File: config.mk
export PLATFORM = sky130hd
export DESIGN_NAME = char_display_arbiter
export DESIGN_NICKNAME = d
export VERILOG_FILES = /design/src/rtl/char_disp_pkg.sv /design/src/rtl/char_display_arbiter_rr_arbiter.sv /design/src/rtl/char_display_arbiter.sv
export SDC_FILE = /design/constraint.sdc
export NUM_CORES = 1
export LEC_CHECK = 0
export BUFFER_PORTS_ARGS = -buffer_cell sky130_fd_sc_hd__buf_2
export CAP_MARGIN = 15
export CORE_MARGIN = 2
export CORE_UTILIZATION = 45
export CTS_BUF_LIST = sky130_fd_sc_hd__clkbuf_8
export DETAILED_ROUTE_END_ITERATION = 10
export HOLD_SLACK_MARGIN = 0.12
export PLACE_DENSITY = 0.74
export SYNTH_ARGS = -nofsm -noshare
export SYNTH_HDL_FRONTEND = slang
export SYNTH_HIERARCHICAL = 1
export SYNTH_SLANG_ARGS = --single-unit
File: constraint.sdc
create_clock -name clk -period 1.8 [get_ports clk]
set_input_delay 0.27 -clock clk [delete_from_list [all_inputs] [get_ports clk]]
set_output_delay 0.27 -clock clk [all_outputs]
set_load 0.01 [all_outputs]
File: src/rtl/char_disp_pkg.sv
// Purpose : shared types and constants for the character display arbiter.
// Latency : n/a (package only).
// Backpressure : n/a (package only).
//
// Contents: FSM state encoding, display geometry (4 columns, 2-bit column
// index), default character width, and an index-width helper.
package char_disp_pkg;

    // FSM states: wait for a request, fetch one character, sweep it across
    // the display columns.
    typedef enum logic [1:0] {
        IDLE  = 2'd0,
        FETCH = 2'd1,
        SCAN  = 2'd2
    } state_e;

    localparam int NUM_COLS   = 4;
    localparam int COL_W      = 2;
    localparam int DEF_CHAR_W = 8;

    localparam logic [COL_W-1:0] LAST_COL = COL_W'(NUM_COLS - 1);

    // Width of an index into n sources; a single source still needs one bit
    // so the index signals never collapse to zero width.
    function automatic int idx_width(input int n);
        return (n > 1) ? $clog2(n) : 1;
    endfunction

endpackage

File: src/rtl/char_display_arbiter_rr_arbiter.sv
// Purpose : combinational round-robin pick of one requester.
// Latency : combinational, zero cycles.
// Backpressure : none; the caller decides when the pick is registered.
//
// Ports:
//   req      - request vector, one bit per source
//   ptr      - index of the most recently served source; the search starts at
//              ptr+1 and wraps, so ptr itself has lowest priority
//   pick_oh  - one-hot winner (zero when no request)
//   pick_idx - binary index of the winner (zero when no request)
//   pick_vld - at least one request present
module rr_arbiter
    import char_disp_pkg::*;
#(
    parameter int N  = 2,
    parameter int IW = idx_width(N)
) (
    input  logic [N-1:0]  req,
    input  logic [IW-1:0] ptr,
    output logic [N-1:0]  pick_oh,
    output logic [IW-1:0] pick_idx,
    output logic          pick_vld
);

    // Source index reached after stepping off positions past p, with wrap.
    function automatic int wrap_idx(input int p, input int off);
        return (p + off) % N;
    endfunction

    always_comb begin
        pick_oh  = '0;
        pick_idx = '0;
        pick_vld = 1'b0;
        // Visit ptr+1, ptr+2, ..., ptr+N (== ptr) and keep the first hit.
        for (int off = 1; off <= N; off++) begin
            if (!pick_vld && req[wrap_idx(int'(ptr), off)]) begin
                pick_vld                          = 1'b1;
                pick_oh[wrap_idx(int'(ptr), off)] = 1'b1;
                pick_idx                          = IW'(wrap_idx(int'(ptr), off));
            end
        end
    end

endmodule

File: src/rtl/char_display_arbiter.sv
// Purpose : shares one 4-column character display write port between NUM_REQ sources.
// Latency : 1 cycle from character acceptance to the first column write; 5 cycles min per character.
// Backpressure : req_ready is high only for the owner while fetching; the display is never stalled mid-character.
//
// Ports:
//   clk, rst    - clock and synchronous active-high reset
//   req         - per-source request, held for the whole message
//   req_valid   - per-source character valid
//   req_char    - per-source character, source i at [i*CHAR_W +: CHAR_W]
//   req_last    - final character of the message (qualified by req_valid)
//   req_ready   - per-source ready; character taken on valid & ready
//   grant       - one-hot owner of the display, zero when idle
//   busy        - |grant
//   write       - display write strobe
//   char_out    - character presented to the display
//   column      - column being written
//   msg_done    - one-cycle pulse after the last column of a message's final character
module char_display_arbiter
    import char_disp_pkg::*;
#(
    parameter int NUM_REQ = 2,
    parameter int CHAR_W  = DEF_CHAR_W
) (
    input  logic                      clk,
    input  logic                      rst,
    input  logic [NUM_REQ-1:0]        req,
    input  logic [NUM_REQ-1:0]        req_valid,
    input  logic [NUM_REQ*CHAR_W-1:0] req_char,
    input  logic [NUM_REQ-1:0]        req_last,
    output logic [NUM_REQ-1:0]        req_ready,
    output logic [NUM_REQ-1:0]        grant,
    output logic                      busy,
    output logic                      write,
    output logic [CHAR_W-1:0]         char_out,
    output logic [COL_W-1:0]          column,
    output logic                      msg_done
);

    localparam int IW = idx_width(NUM_REQ);

    localparam logic [1:0] S_IDLE  = IDLE;
    localparam logic [1:0] S_FETCH = FETCH;
    localparam logic [1:0] S_SCAN  = SCAN;

    // After reset the pointer sits on the highest index so the upward search
    // from pointer+1 lands on source 0 first.
    localparam logic [IW-1:0] PTR_RST = IW'(NUM_REQ - 1);

    logic [1:0]         state_q, state_d;
    logic [NUM_REQ-1:0] grant_q, grant_d;
    logic [IW-1:0]      gidx_q,  gidx_d;
    logic [IW-1:0]      ptr_q,   ptr_d;
    logic [COL_W-1:0]   col_q,   col_d;
    logic [CHAR_W-1:0]  char_q,  char_d;
    logic               last_q,  last_d;
    logic               done_q,  done_d;

    logic [NUM_REQ-1:0] pick_oh;
    logic [IW-1:0]      pick_idx;
    logic               pick_vld;

    rr_arbiter #(
        .N  (NUM_REQ),
        .IW (IW)
    ) u_rr (
        .req      (req),
        .ptr      (ptr_q),
        .pick_oh  (pick_oh),
        .pick_idx (pick_idx),
        .pick_vld (pick_vld)
    );

    // Owner's handshake inputs, selected by the registered grant index.
    logic              own_req;
    logic              own_vld;
    logic              own_last;
    logic [CHAR_W-1:0] own_char;

    always_comb begin
        own_req  = req[gidx_q];
        own_vld  = req_valid[gidx_q];
        own_last = req_last[gidx_q];
        own_char = req_char[int'(gidx_q)*CHAR_W +: CHAR_W];
    end

    always_comb begin
        state_d = state_q;
        grant_d = grant_q;
        gidx_d  = gidx_q;
        ptr_d   = ptr_q;
        col_d   = col_q;
        char_d  = char_q;
        last_d  = last_q;
        done_d  = 1'b0;

        case (state_q)
            S_IDLE: begin
                // Grant is already zero here; registering a pick always
                // costs this one idle cycle between messages.
                if (pick_vld) begin
                    grant_d = pick_oh;
                    gidx_d  = pick_idx;
                    state_d = S_FETCH;
                end
            end

            S_FETCH: begin
                if (own_vld) begin
                    char_d  = own_char;
                    last_d  = own_last;
                    col_d   = '0;
                    state_d = S_SCAN;
                end else if (!own_req) begin
                    // Owner walked away between characters: release without
                    // a completion pulse, and let the others go first.
                    grant_d = '0;
                    ptr_d   = gidx_q;
                    state_d = S_IDLE;
                end
            end

            S_SCAN: begin
                // Request changes are ignored here; a character always
                // finishes its full column sweep.
                if (col_q == LAST_COL) begin
                    if (last_q) begin
                        done_d  = 1'b1;
                        grant_d = '0;
                        ptr_d   = gidx_q;
                        state_d = S_IDLE;
                    end else begin
                        state_d = S_FETCH;
                    end
                end else begin
                    col_d = col_q + 1'b1;
                end
            end

            default: begin
                grant_d = '0;
                state_d = S_IDLE;
            end
        endcase
    end

    always_ff @(posedge clk) begin
        if (rst) begin
            state_q <= S_IDLE;
            grant_q <= '0;
            gidx_q  <= '0;
            ptr_q   <= PTR_RST;
            col_q   <= '0;
            char_q  <= '0;
            last_q  <= 1'b0;
            done_q  <= 1'b0;
        end else begin
            state_q <= state_d;
            grant_q <= grant_d;
            gidx_q  <= gidx_d;
            ptr_q   <= ptr_d;
            col_q   <= col_d;
            char_q  <= char_d;
            last_q  <= last_d;
            done_q  <= done_d;
        end
    end

    // Ready is a pure function of state and grant so a source sees it
    // without waiting on its own valid.
    assign req_ready = (state_q == S_FETCH) ? grant_q : '0;
    assign write     = (state_q == S_SCAN);
    assign grant     = grant_q;
    assign busy      = |grant_q;
    assign char_out  = char_q;
    assign column    = col_q;
    assign msg_done  = done_q;

endmodule

Yosys cells after proc, flatten, opt, wreduce, memory -nomap -nowiden:

Index checks and enable logic that the tools add are counted.

* bits of input ports: 24
* output and inout port bits: 17
* register bits after elaboration: 18
* logic and storage cells: 90

* shift-type cells: 1
* equality and inequality tests: 11
* $add $sub $neg: 3
* $lt $le $gt $ge: 5
* bitwise gates (word level): 5
* reduce and logical (&&, ||, !) cells: 14
* multiplexer cells: 43

Operators with widths (number)
* two-way mux 2 bit: 13
* two-way mux 1 bit: 24
* indexed part select 16 x 5 -> 8 bit: 1
* one-hot mux 2 bit (3 select lines): 2
* inequality test 2 bit, second input constant: 5
* AND reduction 5 bit: 2
* less-than comparator 2 x 3 -> 1 bit, second input constant: 2
* AND reduction 3 bit: 2
* equality test 2 bit, second input constant: 2
* >= comparator 2 x 1 -> 1 bit, second input constant: 2
* inequality test 2 x 1 -> 1 bit, second input constant: 2
* one-hot mux 2 bit (2 select lines): 1
* AND reduction 2 bit: 2
* logical AND 1 bit: 3
* inequality test 3 bit, second input constant: 1
* OR reduction 3 bit: 1
* adder 1 bit, second input constant: 2
* adder 2 x 1 -> 2 bit, second input constant: 1
* bitwise AND 1 bit, first input constant: 2
* demux 1 bit (select 1 bit): 2
* equality test 2 x 1 -> 1 bit, second input constant: 1
* logical NOT 2 bit: 1
* less-than comparator 1 x 2 -> 1 bit, second input constant: 1
* inverter 1 bit: 2
* 5 further kinds: 5

Logic depth before layout (Yosys ltp):

* word-level depth: 11
* gate-level depth with buffers: 7
* gate-level depth less buffers: 6

Modules after synthesis:

Netlist, hierarchy kept.

Modules (own cells, without submodules)
* char_display_arbiter: sequential area each 360.3 um^2, cells each 107, times used 1, area each 1094.8 um^2
* rr_arbiter: sequential area each 0.0 um^2, cells each 5, times used 1, area each 32.5 um^2

Worst setup path after synthesis:

OpenSTA, ideal clock, no wires.

* kind: register to register
* start: reg state_q[0]
* end: reg state_q[0]
* arrival: 1461 ps
* library setup time: 96 ps
* required time: 1704 ps
* period minus slack after synthesis: 1557 ps
* stages on the path, launching flop included: 7
* path buffers: 0
* path slack: 243 ps
* path through: dfxtp_1 > inv_1 > ha_1 > nor2b_1 > a21oi_1 > nand2_1 > o41ai_2

* longest elaborated chain between the ends: 3
* elaborated cells between the ends (all ways): 8
* classes of those cells: 5 x eq/ne; 1 x mux; 2 x reduce/logical

RTL lines
* start, declared: RTL line char_display_arbiter.sv:49 `logic [1:0] state_q, state_d;`
* start signal, assigned: RTL line char_display_arbiter.sv:157 `state_q <= state_d;`
* equality test 2 bit (*)
* via write: RTL line char_display_arbiter.sv:33 `output logic write,`
* inequality test 2 x 1 -> 1 bit (no source line)
* AND reduction 3 bit (no source line)

The timed path passes the listed nets; every way through them passes the cells marked *.
A chain may end at the register's enable or synchronous reset.

Worst setup path in the final report:

* start: reg state_q[0]
* end: reg state_q[0]

* longest elaborated chain between the ends: 3
* elaborated cells between the ends (all ways): 8
* classes of those cells: 5 x eq/ne; 1 x mux; 2 x reduce/logical

RTL lines
* equality test 2 x 1 -> 1 bit (tied with other cells): RTL line char_display_arbiter.sv:96 `case (state_q)`
* inequality test 3 bit (no source line) (tied with other cells)
* AND reduction 3 bit (no source line)

Parallel ways exist; a longest one is shown, timed or not.

==> summary.md <==
| Metric | Value |
|---|---|
| Reg power frac | `0.345` |
| DR vias | `920` |
| GRT Total Usage | `0.1685` |
| Internal | `1015 uW` |
| Antenna cells | `0` |
| Unrepaired setup endpoints after global routing | `no` |
| Pins Over Slew Limit | `0` |
| CTS tree | `built` |
| F_max | `603.1 MHz` |
| CP cell instances | `inv_1, ha_1, nor2b_1, a21oi_2, nand2_1, o41ai_2` |
| Chip width | `54.05 microns` |
| CP peak stage delay | `370 ps` |
| Final setup viols | `0` |
| Synth cell types | `36` |
| Antenna-violating nets left | `0` |
| Drt pass-1 iters | `4` |
| WHS Path Cells | `4` |
| Worst VDD drop | `566.2 uV` |
| Clk slew on worst S/H paths | `70 ps` |
| Post-Syn Area per Cell | `10.07 sq um` |
| Post-synth top flop | `dfxtp_1` |
| # nets final | `183` |
| Cell Pwr Density | `1140 mW/mm^2` |
| Minimum clock period | `1658 ps` |
| Worst-skew pair later-pin latency | `250 ps` |
| #FFs+latches synth | `18` |
| Status | `completed` |
| Worst slew pin tran | `471.1 ps` |
| Post-synth EDFFs | `0` |
| Reg2reg setup slack | `140 ps` |
| Remaining Overflow, GRT | `0` |
| Clock group share of total power | `0.205` |
| Share of post-route cells with drive strength above 1 | `0.4342` |
| Remaining DRCs | `0` |
| Chip Height | `54.05 microns` |
| Min-delay src | `req[1]` |
| Syn Nets | `142` |
| # clock sinks | `18` |
| Die area | `0.002921 sq mm` |
| CTS HTree Levels | `1` |
| Global-route wire length before repair | `3539 microns` |
| Clk root buf | `clkbuf_8` |
| Hold buffer count at cts | `0` |
| Worst EP required | `1950 ps` |
| Final Cycle Share | `0.9211` |
| Logic pwr share | `0.450` |
| Worst flop-to-flop path startpoint | `state_q[0]$_SDFFE_PP0P_` |
| Rows | `18` |
| Critical-path top delay cell | `dfxtp_1` |
| IO Pins | `41` |
| Syn Inst Count | `112` |
| Max-Cap Viols | `0` |
| Switching power | `577.5 uW` |
| FF-to-FF End | `state_q[0]$_SDFFE_PP0P_` |
| Critical Path Source Type | `register` |
| Critical path arrival | `1810 ps` |
| HP Class | `in2reg` |
| Final HPWL DP | `1626 microns` |
| P_leak | `0.0006432 uW` |
| Buffers added on ports | `40` |
| Top delay family on crit path | `compound AO/OA/AOI/OAI gates` |
| Syn Std Cell Area | `0.001127 sq mm` |
| Hold EP | `grant[0]$_SDFFE_PP0P_` |
| Largest net degree at the start of global routing | `23` |
| Number of DRC markers in iteration 0 | `9` |
| Register area share after synthesis | `0.3196` |
| Setup CP Type | `reg2reg` |
| Area growth from synthesis to layout | `23.86%` |
| Finished Core Util | `0.5741` |
| Max_slew headroom | `0.6859` |
| Worst Setup End Kind | `register` |
| Synth warn | `6` |
| Net Sw Frac | `0.3626` |
| Detailed Route WL | `2203 microns` |
| CP bufs+invs | `1` |
| Placer Congestion | `0.7868` |
| Antenna violations before repair | `0` |
| Final hold vios | `0` |
| Crit path max fanout | `5` |
| Core area | `0.002432 sq mm` |
| Setup Skew | `0.4060 ps` |
| Vias per cell | `5.055` |
| Asr flop ratio synth | `0` |
| Reg2reg path depth | `6` |
| Clock buffer depth | `2` |
| Total CTS buffers | `3` |
| Setup TNS | `0 ps` |
| Initial Util | `0.4635` |
| Vias in the first global route | `857` |
| Drt wl/cell | `12.10 microns` |
area by class of cell:
cell class,count,area (sq um)
inverter,6,22.52
sequential,18,360.3
tap,30,37.54
timing repair buffer,42,227.7
clock buffer,4,55.05
fill,200,1036
multi-input combinational,82,693.2
layout by cell type (no fill, tap or decap), drive strengths merged, types with 2 or more instances in the layout:
cell / netlist / final
a211o: 2 / 2
nor2: 15 / 15
or2: 2 / 2
a21oi: 5 / 5
and2: 2 / 2
buf: 5 / 42
dfxtp: 18 / 18
nor2b: 3 / 3
a21boi: 3 / 3
mux2i: 13 / 13
nand3: 2 / 2
inv: 6 / 6
clkbuf: 1 / 4
o21ai: 3 / 3
nand3b: 2 / 2
a211oi: 9 / 9
nand2: 4 / 4
nand2b: 4 / 4
ha: 6 / 6
worst max path at each step:
stage	depth (start not counted)	end	start
2_1_floorplan	6	state_q[0]$_SDFFE_PP0P_	state_q[0]$_SDFFE_PP0P_
3_3_place_gp	6	state_q[0]$_SDFFE_PP0P_	state_q[0]$_SDFFE_PP0P_
3_5_place_dp	6	state_q[0]$_SDFFE_PP0P_	state_q[0]$_SDFFE_PP0P_
4_1_cts	6	state_q[0]$_SDFFE_PP0P_	state_q[0]$_SDFFE_PP0P_
5_1_grt	6	char_out[6]$_SDFFE_PP0P_	state_q[1]$_SDFFE_PP0P_
6_report	6	state_q[0]$_SDFFE_PP0P_	state_q[0]$_SDFFE_PP0P_
Yosys cell counts (all sizes together), types with 3 or more instances:
cell / count / area (sq um)
inv: 6 / 22.52
ha: 6 / 75.07
nand2: 4 / 17.52
a21boi: 3 / 22.52
nand2b: 4 / 25.02
nor2: 15 / 56.30
a211oi: 9 / 112.6
mux2i: 13 / 142.6
o21ai: 3 / 18.77
buf: 5 / 51.29
nor2b: 3 / 26.27
dfxtp: 18 / 360.4
a21oi: 5 / 28.78
worst reg2reg max path, cell delays in order, from the launching register on:
cell,delay (ps)
dfxtp_1,370
inv_1,110
ha_1,250
nor2b_1,200
a21oi_2,190
nand2_1,130
o41ai_2,310
routing by layer:
metal  track usage  routed length, microns  vias up  part of all wire
li1              -                       -      471                 -
met1        0.1906                     982      414              0.45
met2        0.2967                    1046       30              0.47
met3       0.03611                     140        5             0.064
met4       0.08333                      35        0             0.016
met5             0                       0        -                 0
power by group through the flow:
stage          Sequential (uW)  Combinational [uW]  Clock [uW]
2_1_floorplan              568                 539           0
3_3_place_gp               550                 695           0
3_5_place_dp               555                 714           0
4_1_cts                    547                 721         333
5_1_grt                    563                 797         354
6_report                   549                 717         326
through the flow:
| step | hold slack (ps) | setup slack (ps) | std cells | power (uW) | area (sq um) |
|---|---|---|---|---|---|
| after floorplan | 453.5 | 243.3 | 112 | 1107 | 1127 |
| after global placement | 476.6 | 211.1 | 178 | 1245 | 1338 |
| after detailed placement | 488.4 | 108.9 | 178 | 1269 | 1338 |
| after CTS | 366.2 | 39.86 | 182 | 1601 | 1393 |
| after global routing | 377.3 | 45.31 | 182 | 1714 | 1396 |
| final | 366.9 | 141.9 | 182 | 1593 | 1396 |
registers in the layout, indices dropped and copies added (netlist names):
register,count
char_out,8
column,2
grant,2
state_q,2
gidx_q,1
last_q,1
msg_done,1
ptr_q,1
logic make-up (layout without fill, tap and decap cells):
logic type               Yosys count  after routing  synth area share
AND/OR/NAND/NOR                   38             38            0.1998
AO/OA/AOI/OAI                     24             24            0.2053
flip-flops                        18             18            0.3196
multiplexers                      14             14            0.1398
buffers and inverters             12             52           0.06880
adder cells (fa/ha/maj)            6              6           0.06659
timing repair:
item                                    4_1_cts  5_1_grt
setup buffers                                 0        0
endpoints found under the setup margin        0        1
gates resized for setup                       0        1
(Power assumes the default switching activity.)
